--- src/rtl/gin_leak_pkg.sv ---
// Shared widths, FSM states and saturation limits
// for the conductance-leak sequential divider.
package gin_leak_pkg;

  localparam int INTEGER_WIDTH   = 32;
  localparam int DATA_WIDTH_FRAC = 32;
  localparam int DATA_WIDTH      = INTEGER_WIDTH + DATA_WIDTH_FRAC;

  typedef enum logic [2:0] {
    IDLE,
    SIGN,
    DIV,
    FIX,
    DONE
  } state_t;

  localparam logic [DATA_WIDTH-1:0] QMAX =
    {1'b0, {(DATA_WIDTH-1){1'b1}}};
  localparam logic [DATA_WIDTH-1:0] QMIN =
    {1'b1, {(DATA_WIDTH-1){1'b0}}};

endpackage

--- src/rtl/gin_leak_seq_divider_step.sv ---
// One restoring-division step: shift in the next
// dividend bit, subtract the divisor if it fits.
module div_restoring_step #(
  parameter int W = 33
) (
  input  logic [W-1:0] rem,
  input  logic [W-1:0] dvs,
  input  logic         dbit,
  output logic [W-1:0] next_rem,
  output logic         qbit
);

  logic [W:0]   shifted;
  logic [W-1:0] diff;

  assign shifted = {rem, dbit};
  // the difference is below dvs whenever it is used
  assign diff     = shifted[W-1:0] - dvs;
  assign qbit     = shifted >= {1'b0, dvs};
  assign next_rem = qbit ? diff : shifted[W-1:0];

endmodule

--- src/rtl/gin_leak_seq_divider.sv ---
// Exact signed Q-format / integer divider, one bit per
// cycle, fixed latency, single request in flight.
module gin_leak_seq_divider #(
  parameter int INTEGER_WIDTH   = 32,
  parameter int DATA_WIDTH_FRAC = 32,
  parameter int DATA_WIDTH      = INTEGER_WIDTH + DATA_WIDTH_FRAC,
  parameter int TAG_WIDTH       = 8
) (
  input  logic                     clk,
  input  logic                     rst_n,
  input  logic                     req_valid,
  output logic                     req_ready,
  input  logic [DATA_WIDTH-1:0]    dividend,
  input  logic [INTEGER_WIDTH-1:0] divisor,
  input  logic [TAG_WIDTH-1:0]     req_tag,
  output logic                     resp_valid,
  input  logic                     resp_ready,
  output logic [DATA_WIDTH-1:0]    quotient,
  output logic [TAG_WIDTH-1:0]     resp_tag,
  output logic                     div_by_zero,
  output logic                     overflow
);

  import gin_leak_pkg::*;

  localparam int CW = $clog2(DATA_WIDTH + 1);
  localparam logic [DATA_WIDTH-1:0] SAT_MAX =
    {1'b0, {(DATA_WIDTH-1){1'b1}}};
  localparam logic [DATA_WIDTH-1:0] SAT_MIN =
    {1'b1, {(DATA_WIDTH-1){1'b0}}};

  state_t state;
  state_t state_nx;

  logic                     alive;
  logic                     accept;
  logic [DATA_WIDTH-1:0]    dend;
  logic [INTEGER_WIDTH-1:0] dvs;
  logic [TAG_WIDTH-1:0]     tag;
  logic [DATA_WIDTH:0]      dmag;
  logic [INTEGER_WIDTH:0]   vmag;
  logic [INTEGER_WIDTH:0]   rem;
  logic [INTEGER_WIDTH:0]   rem_nx;
  logic                     qbit;
  logic [DATA_WIDTH-1:0]    quo;
  logic [CW-1:0]            cnt;
  logic                     neg;
  logic                     dneg;
  logic                     zflag;
  logic                     oflag;
  logic [DATA_WIDTH-1:0]    result;

  // ready stays low until the first edge after reset release
  assign req_ready  = alive && (state == IDLE);
  assign resp_valid = (state == DONE);
  assign accept     = req_valid && req_ready;

  div_restoring_step #(
    .W (INTEGER_WIDTH + 1)
  ) u_step (
    .rem      (rem),
    .dvs      (vmag),
    .dbit     (dmag[cnt]),
    .next_rem (rem_nx),
    .qbit     (qbit)
  );

  always_ff @(posedge clk or negedge rst_n) begin
    if (!rst_n) begin
      state <= IDLE;
      alive <= 1'b0;
    end else begin
      state <= state_nx;
      alive <= 1'b1;
    end
  end

  always_comb begin
    state_nx = state;
    unique case (state)
      IDLE: if (accept) state_nx = SIGN;
      SIGN: state_nx = DIV;
      DIV:  if (cnt == '0) state_nx = FIX;
      FIX:  state_nx = DONE;
      DONE: if (resp_ready) state_nx = IDLE;
      default: state_nx = IDLE;
    endcase
  end

  // special cases override the divide result; 0 never turns into -0
  always_comb begin
    result = neg ? -quo : quo;
    unique case (1'b1)
      zflag:   result = dneg ? SAT_MIN : SAT_MAX;
      oflag:   result = SAT_MAX;
      default: ;
    endcase
  end

  always_ff @(posedge clk or negedge rst_n) begin
    if (!rst_n) begin
      dend        <= '0;
      dvs         <= '0;
      tag         <= '0;
      dmag        <= '0;
      vmag        <= '0;
      rem         <= '0;
      quo         <= '0;
      cnt         <= '0;
      neg         <= 1'b0;
      dneg        <= 1'b0;
      zflag       <= 1'b0;
      oflag       <= 1'b0;
      quotient    <= '0;
      resp_tag    <= '0;
      div_by_zero <= 1'b0;
      overflow    <= 1'b0;
    end else begin
      unique case (state)
        IDLE: begin
          if (accept) begin
            dend <= dividend;
            dvs  <= divisor;
            tag  <= req_tag;
          end
        end
        SIGN: begin
          dneg  <= dend[DATA_WIDTH-1];
          neg   <= dend[DATA_WIDTH-1] ^ dvs[INTEGER_WIDTH-1];
          dmag  <= dend[DATA_WIDTH-1]
                   ? -{dend[DATA_WIDTH-1], dend}
                   : {dend[DATA_WIDTH-1], dend};
          vmag  <= dvs[INTEGER_WIDTH-1]
                   ? -{dvs[INTEGER_WIDTH-1], dvs}
                   : {dvs[INTEGER_WIDTH-1], dvs};
          zflag <= (dvs == '0);
          oflag <= (dend == SAT_MIN) && (dvs == '1);
          rem   <= '0;
          quo   <= '0;
          cnt   <= CW'(DATA_WIDTH - 1);
        end
        DIV: begin
          rem <= rem_nx;
          quo <= {quo[DATA_WIDTH-2:0], qbit};
          cnt <= cnt - 1'b1;
        end
        FIX: begin
          quotient    <= result;
          resp_tag    <= tag;
          div_by_zero <= zflag;
          overflow    <= oflag;
        end
        DONE: begin
          if (resp_ready) begin
            div_by_zero <= 1'b0;
            overflow    <= 1'b0;
          end
        end
        default: ;
      endcase
    end
  end

endmodule

--- config.mk ---
export PLATFORM = sky130hd
export DESIGN_NAME = gin_leak_seq_divider
export DESIGN_NICKNAME = d
export VERILOG_FILES = /design/src/rtl/gin_leak_pkg.sv /design/src/rtl/gin_leak_seq_divider_step.sv /design/src/rtl/gin_leak_seq_divider.sv
export SDC_FILE = /design/constraint.sdc
export NUM_CORES = 1
export LEC_CHECK = 0
export BUFFER_PORTS_ARGS = -buffer_cell sky130_fd_sc_hd__clkbuf_2
export CORE_MARGIN = 4
export CORE_UTILIZATION = 25
export DETAILED_ROUTE_END_ITERATION = 7
export PLACE_DENSITY = 0.37
export SLEW_MARGIN = 20
export SYNTH_ARGS = -nofsm -noshare
export SYNTH_HDL_FRONTEND = slang
export SYNTH_SLANG_ARGS = --single-unit
--- constraint.sdc ---
create_clock -name clk -period 12.31 [get_ports clk]
set_input_delay 2.462 -clock clk [delete_from_list [all_inputs] [get_ports clk]]
set_output_delay 2.462 -clock clk [all_outputs]
set_load 0.05 [all_outputs]
=== Word-level counts from Yosys, hierarchy flattened ===
Index checks and enable logic that the tools add are counted.

* Add/subtract/negate cells: 5
* Multiply operators: 0
* Div/mod/pow operators: 0
* Magnitude comparators: 2
* Eq/ne operators: 9
* Shifts and indexed selects: 0
* Multiplexer cells: 18
* Bitwise operators: 1
* Reductions and logical operators: 11

{| class="wikitable"
|+ Operator list
! kind !! number
|-
| $pmux 64 s2 || 2
|-
| $mux 64 || 2
|-
| $mux 33 || 2
|-
| $pmux 33 s2 || 1
|-
| $mux 65 || 1
|-
| $neg 65->65 || 1
|-
| $eq 64x64->1 const B || 1
|-
| $neg 64->64 || 1
|-
| $ge 34x33->1 || 1
|-
| $neg 33->33 || 1
|-
| $sub 33x33->33 || 1
|-
| $eq 32x32->1 const B || 1
|-
| $logic_not 32->1 || 1
|-
| $pmux 3 s5 || 1
|-
| $pmux 7 s2 || 1
|-
| $mux 3 || 3
|-
| $lt 7x8->1 const B || 1
|-
| $bmux 1 s7 || 1
|-
| $logic_not 7->1 || 1
|-
| $sub 7x1->7 const B || 1
|-
| $eq 3x2->1 const B || 2
|-
| $ne 2x2->1 const B || 2
|-
| $pmux 1 s2 || 2
|-
| $reduce_and 2->1 || 2
|-
| other kinds (9) || 13
|}

* Register bits: 388
* Latch bits: 0
* Memory bits (writable): 0
* Memory bits (read-only): 0
* Input port bits: 108
* Output and inout bits: 76
* Word-level logic and storage cells: 64
* Memories kept: 0

=== Logic depth before layout (Yosys ltp) ===
* Word-level depth: 5
* Depth in mapped cells: 19
* Gate-level depth less buffers: 17

=== By module ===
A second synthesis with hierarchy kept.

* Cell total of the unflattened synthesis: 2162
* Area total of the unflattened synthesis: 21265.4 um^2

{| class="wikitable"
|+ Modules (own cells, without submodules)
! module !! instances !! cells each !! area an instance (um^2) !! sequential area each (um^2)
|-
| gin_leak_seq_divider || 1 || 1796 || 18860.6 || 9709.3
|-
| div_restoring_step || 1 || 366 || 2404.8 || 0.0
|}

=== Worst setup path before layout ===
Ideal clock, no wire load.

* Path kind: flip-flop to flip-flop
* From: register cnt[0]
* To: register rem[15]
* Setup time: 0.126 ns
* Arrival: 5.052 ns
* Required time: 12.184 ns
* Path slack: 7.132 ns
* Cell stages (with the launch flop): 20
* Path buffers: 3
* Clock period less this slack: 5.178 ns
* Path through: dfrtp_1 buf_2 clkbuf_1 mux4_2 mux4_2 mux2i_1 a211oi_1 a41oi_1 ha_1 fa_1 nor2b_1 o31a_1 o31ai_1 nand3b_1 a21bo_1 o211a_1 o31ai_4 nand2_1 clkbuf_1 a221o_1

* Cells in the longest elaborated chain, start to end: 5
* Elaborated cells on any way between the ends: 6
* Those cells by class: add/sub (1); order compare (1); mux (4)

{| class="wikitable"
|+ Ends and longest elaborated chain
! what !! line !! text
|-
| start: declaration || gin_leak_seq_divider.sv:46 || <nowiki>logic [CW-1:0] cnt;</nowiki>
|-
| start signal: assignment || gin_leak_seq_divider.sv:140 || <nowiki>cnt <= CW'(DATA_WIDTH - 1);</nowiki>
|-
| start signal: assignment || gin_leak_seq_divider.sv:145 || <nowiki>cnt <= cnt - 1'b1;</nowiki>
|-
| $bmux 1 s7 * || gin_leak_seq_divider.sv:63 || <nowiki>.dbit (dmag[cnt]),</nowiki>
|-
| $mux 1 (implied by the code) * || gin_leak_seq_divider.sv:63 ||
|-
| $sub 33x33->33 / $ge 34x33->1 (equally long branches) || gin_leak_seq_divider_step.sv:18, gin_leak_seq_divider_step.sv:19 ||
|-
| $mux 33 * || gin_leak_seq_divider_step.sv:20 || <nowiki>assign next_rem = qbit ? diff : shifted[W-1:0];</nowiki>
|-
| $pmux 33 s2 * || gin_leak_seq_divider.sv:119 || <nowiki>unique case (state)</nowiki>
|-
| end signal: assignment || gin_leak_seq_divider.sv:143 || <nowiki>rem <= rem_nx;</nowiki>
|-
| end: declaration || gin_leak_seq_divider.sv:42 || <nowiki>logic [INTEGER_WIDTH:0] rem;</nowiki>
|}

Every way passes the cells marked *; elsewhere a longest branch is shown, timed or not. The select of a mux whose other input is x is not followed.
A chain may end at the register's enable or synchronous reset.

=== Worst setup path in the final report ===
* From: register cnt[1]
* To: register rem[2]

Same word-level chain as after synthesis.

==> impl_metrics.env <==
export IMPL_status="finished clean"
export IMPL_start_util=0.2539
export IMPL_area_delta_synth_final_pct=18.52
export IMPL_fin_setup_tns_ns=0
export IMPL_hold_viol=0
export IMPL_viasPerCell=4.794
export IMPL_drc=0
export IMPL_ys_flop_type="dfrtp_1"
export IMPL_cts_buffers=50
export IMPL_cts_htree_levels=2
export IMPL_post_cts_resized=0
export IMPL_worstPathCellList="mux4_2 -> mux4_2 -> nor2b_1 -> a211oi_1 -> a211oi_1 -> a41oi_1 -> ha_1 -> fa_1 -> nor2b_1 -> o31a_1 -> o31ai_1 -> nand3b_1 -> a21bo_1 -> o211a_1 -> o31ai_4 -> nand2_1 -> a221o_1"
export IMPL_final_min_clock_period_ns=6.637
export IMPL_fp_dieArea_sq_um=86980
export IMPL_fin_util=0.3009
export IMPL_drt_iter0_markers=1060
export IMPL_setup_viol=0
export IMPL_swShare=0.4539
export IMPL_dpl_cell_area_sq_um=22570
export IMPL_async_flop_share=1.000
export IMPL_stdcell_count=3282
export IMPL_grt_pass1_vias=16164
export IMPL_cts_sinks=388
export IMPL_route_met3_wl_microns=2138
export IMPL_routed_wl_microns=60230
export IMPL_clock_latency_ns=0.59
export IMPL_critPathKind="reg2reg"
export IMPL_hold_depth=2
export IMPL_ff2ff_path_depth=17
export IMPL_place_ws_ns=5.654
export IMPL_setup_ws_ns=5.673
export IMPL_cp_top_family="compound AO/OA/AOI/OAI gates"
export IMPL_ir_drop_uv=114.6
export IMPL_synth_edf_count=0
export IMPL_synth_seq_cells=388
export IMPL_nets=2328
export IMPL_highest_layer="met4"
export IMPL_yosysSeqAreaShare=0.4717
export IMPL_crit_path_top_delay_cell="o31ai_4"
export IMPL_syn_avg_cell_area_sq_um=10.03
export IMPL_final_area_sq_um=24390
export IMPL_synth_cell_types=76
export IMPL_rows=104
export IMPL_cts_tree="built"
export IMPL_grt_pass1_wl_microns=96120
export IMPL_pin_count=184
export IMPL_gp_congestion=0.7635
export IMPL_cp_max_fo=18
export IMPL_grt_max_degree=138
export IMPL_reg2reg_from="cnt[1]"
export IMPL_power_frac_seq=0.300
export IMPL_critPathBufInv=0
export IMPL_synth_nets=2201
export IMPL_port_buffers=183
export IMPL_arrival_ns=7.10
export IMPL_clockPowerShare=0.204
export IMPL_placedCellCount=3187
export IMPL_post_route_period_util=0.5392
export IMPL_p_leak_nw=10.74
export IMPL_start_kind="flop"
export IMPL_coreArea_sq_um=81070
export IMPL_dp_hpwl_microns=42180
export IMPL_clockRootBuffer="clkbuf_16"
export IMPL_drt_met1_wl_microns=27740
export IMPL_path_clk_slew_ns=0.06
export IMPL_reg2reg_to="rem[2]"
export IMPL_ant_nets=0
export IMPL_final_layout_size_suffix_gt1_frac=0.2058
export IMPL_dieHeight_microns=294.9
export IMPL_combinationalPowerShare=0.496
export IMPL_holdBufCountCts=0
export IMPL_min_path_type="reg2reg"
export IMPL_p_sw_mw=3.526
export IMPL_critPathRequiredTime_ns=12.77
export IMPL_grt_total_usage=0.1380
export IMPL_syn_cell_area_sq_um=20580
export IMPL_postCtsSetupBuffers=0
export IMPL_reg2reg_slack_ns=5.67
export IMPL_overflow=0
export IMPL_endpoint_kind="flop"
export IMPL_dr_pass1_iters=5
export IMPL_power_mw=7.768
export IMPL_synth_warnings=0
export IMPL_relSlewSlack=0.2694
export IMPL_vias=15733
export IMPL_dr_wl_met2_microns=28860
export IMPL_hp_start="tag[5]"
export IMPL_worst_slew_pin_slew_ns=1.096
export IMPL_internal_power_mw=4.242
export IMPL_critPathMaxStageDelay_ns=0.91
export IMPL_cts_max_path_buffers=3
export IMPL_maxSlewViolCount=0
export IMPL_netlist_instances=2053
export IMPL_wl_per_cell_microns=18.35
export IMPL_max_cap_violations=0
export IMPL_antenna_found_initial=0
export IMPL_grt_setup_unrepaired="no"
export IMPL_clock_skew_final_ns=0.02210
export IMPL_hold_slack_ns=0.4515
export IMPL_pwr_density_cell_nw_per_um2=318.4
export IMPL_fmax_ghz=0.1507
export IMPL_min_to="resp_tag[5]"
export IMPL_die_w_microns=294.9
cells in the final DEF (no fill, tap or decap), types with 21 or more instances in the layout:
master and count:
clkbuf_2 182, clkbuf_16 51, nand3_1 28, buf_4 21, nor3_1 47, o41ai_1 26
xor2_1 136, inv_1 59, mux2_2 104, dfrtp_1 386, a22o_1 60, o21ai_0 189
a21oi_1 66, o31ai_1 55, or3_1 21, nand4_1 21, o21a_1 43, ha_1 39
xnor2_1 41, nor2_1 74, nand2_1 276
logic make-up (layout without fill, tap and decap cells):
logic type / Yosys count / in the layout / synth area share
compound gates: 551 / 551 / 0.1786
xor+xnor: 177 / 177 / 0.07532
fa+ha+maj: 40 / 40 / 0.02468
buf+inv: 191 / 359 / 0.03495
flops: 388 / 388 / 0.4717
mux: 131 / 131 / 0.08219
other cells: 1 / 2 / 0.0001822
simple gates: 574 / 574 / 0.1323
Yosys cell counts, types with 4 or more instances:
cell type	n	area, sq um
clkbuf_1	119	446.7
mux2i_1	7	70.07
or4_1	18	135.1
a21o_1	12	90.09
a221o_1	8	80.08
o21ai_1	18	90.09
xor2_1	136	1191
a21oi_1	66	330.3
nor3_1	48	240.2
o211ai_1	14	105.1
a211oi_1	15	112.6
buf_1	11	41.29
nand3_1	28	140.1
nand2_1	277	1040
or2_1	4	25.02
xnor2_1	41	359.1
nor2_1	77	289.0
o21ai_0	189	945.9
ha_1	39	488.0
mux2_2	104	1171
dfrtp_1	388	9709
o21a_1	43	322.8
o41ai_1	26	227.7
inv_1	59	221.5
a22o_1	60	525.5
and3_1	8	50.05
nor2b_1	10	62.56
nor4_1	15	93.84
o31ai_1	55	412.9
or2_2	7	43.79
or3_1	21	131.4
nand4_1	21	131.4
a31oi_1	7	43.79
mux4_2	20	450.4
a41oi_1	4	35.03
nand2b_1	14	87.58
routing by layer:
metal  global-route usage  vias up
li1                     -     7667
met1               0.1851     7737
met2               0.2323      247
met3              0.02126       82
met4              0.03837        0
met5                    0        -
worst max-delay path by stage:
stage / start / to / slack [ns] / cells past startpoint
6_report: cnt[1] / rem[2] / 5.67 / 17
5_1_grt: cnt[1] / rem[4] / 5.24 / 17
4_1_cts: cnt[1] / rem[17] / 5.65 / 17
3_5_place_dp: cnt[1] / rem[4] / 5.65 / 17
3_3_place_gp: cnt[1] / rem[4] / 5.71 / 17
2_1_floorplan: cnt[0] / rem[15] / 7.13 / 19
worst register-to-register path, stage by stage (launching register included):
cell and delay (ns):
dfrtp_1 0.88, mux4_2 0.43, mux4_2 0.50, nor2b_1 0.15, a211oi_1 0.23, a211oi_1 0.08
a41oi_1 0.29, ha_1 0.24, fa_1 0.18, nor2b_1 0.07, o31a_1 0.27, o31ai_1 0.32
nand3b_1 0.22, a21bo_1 0.25, o211a_1 0.25, o31ai_4 0.91, nand2_1 0.75, a221o_1 0.48
area by class of cell:
type,instances,area (sq um)
antenna,1,2.502
clock buffer,67,1406
clock inverter,26,380.4
fill,8490,56670
inverter,59,221.5
multi-input combinational,1474,10200
sequential,388,9712
tap,1060,1326
timing repair buffer,207,1142
flip-flops by register name (all words and copies together) (netlist names):
| signal | cells |
|---|---|
| quotient | 64 |
| quo | 64 |
| dmag | 65 |
| oflag | 1 |
| alive | 1 |
| dneg | 1 |
| neg | 1 |
| vmag | 33 |
| div_by_zero | 1 |
| zflag | 1 |
| cnt | 7 |
| resp_tag | 8 |
| tag | 8 |
| overflow | 1 |
| dvs | 32 |
| state | 3 |
| dend | 64 |
| rem | 33 |
power groups by stage:
| stage | logic, mW | clock network (mW) | registers [mW] |
|---|---|---|---|
| 2_1_floorplan | 2.52 | 0 | 2.59 |
| 3_3_place_gp | 3.89 | 0 | 2.34 |
| 3_5_place_dp | 3.90 | 0 | 2.36 |
| 4_1_cts | 3.91 | 1.65 | 2.34 |
| 5_1_grt | 4.27 | 1.70 | 2.42 |
| 6_report | 3.86 | 1.58 | 2.33 |
(Power assumes the default switching activity.)
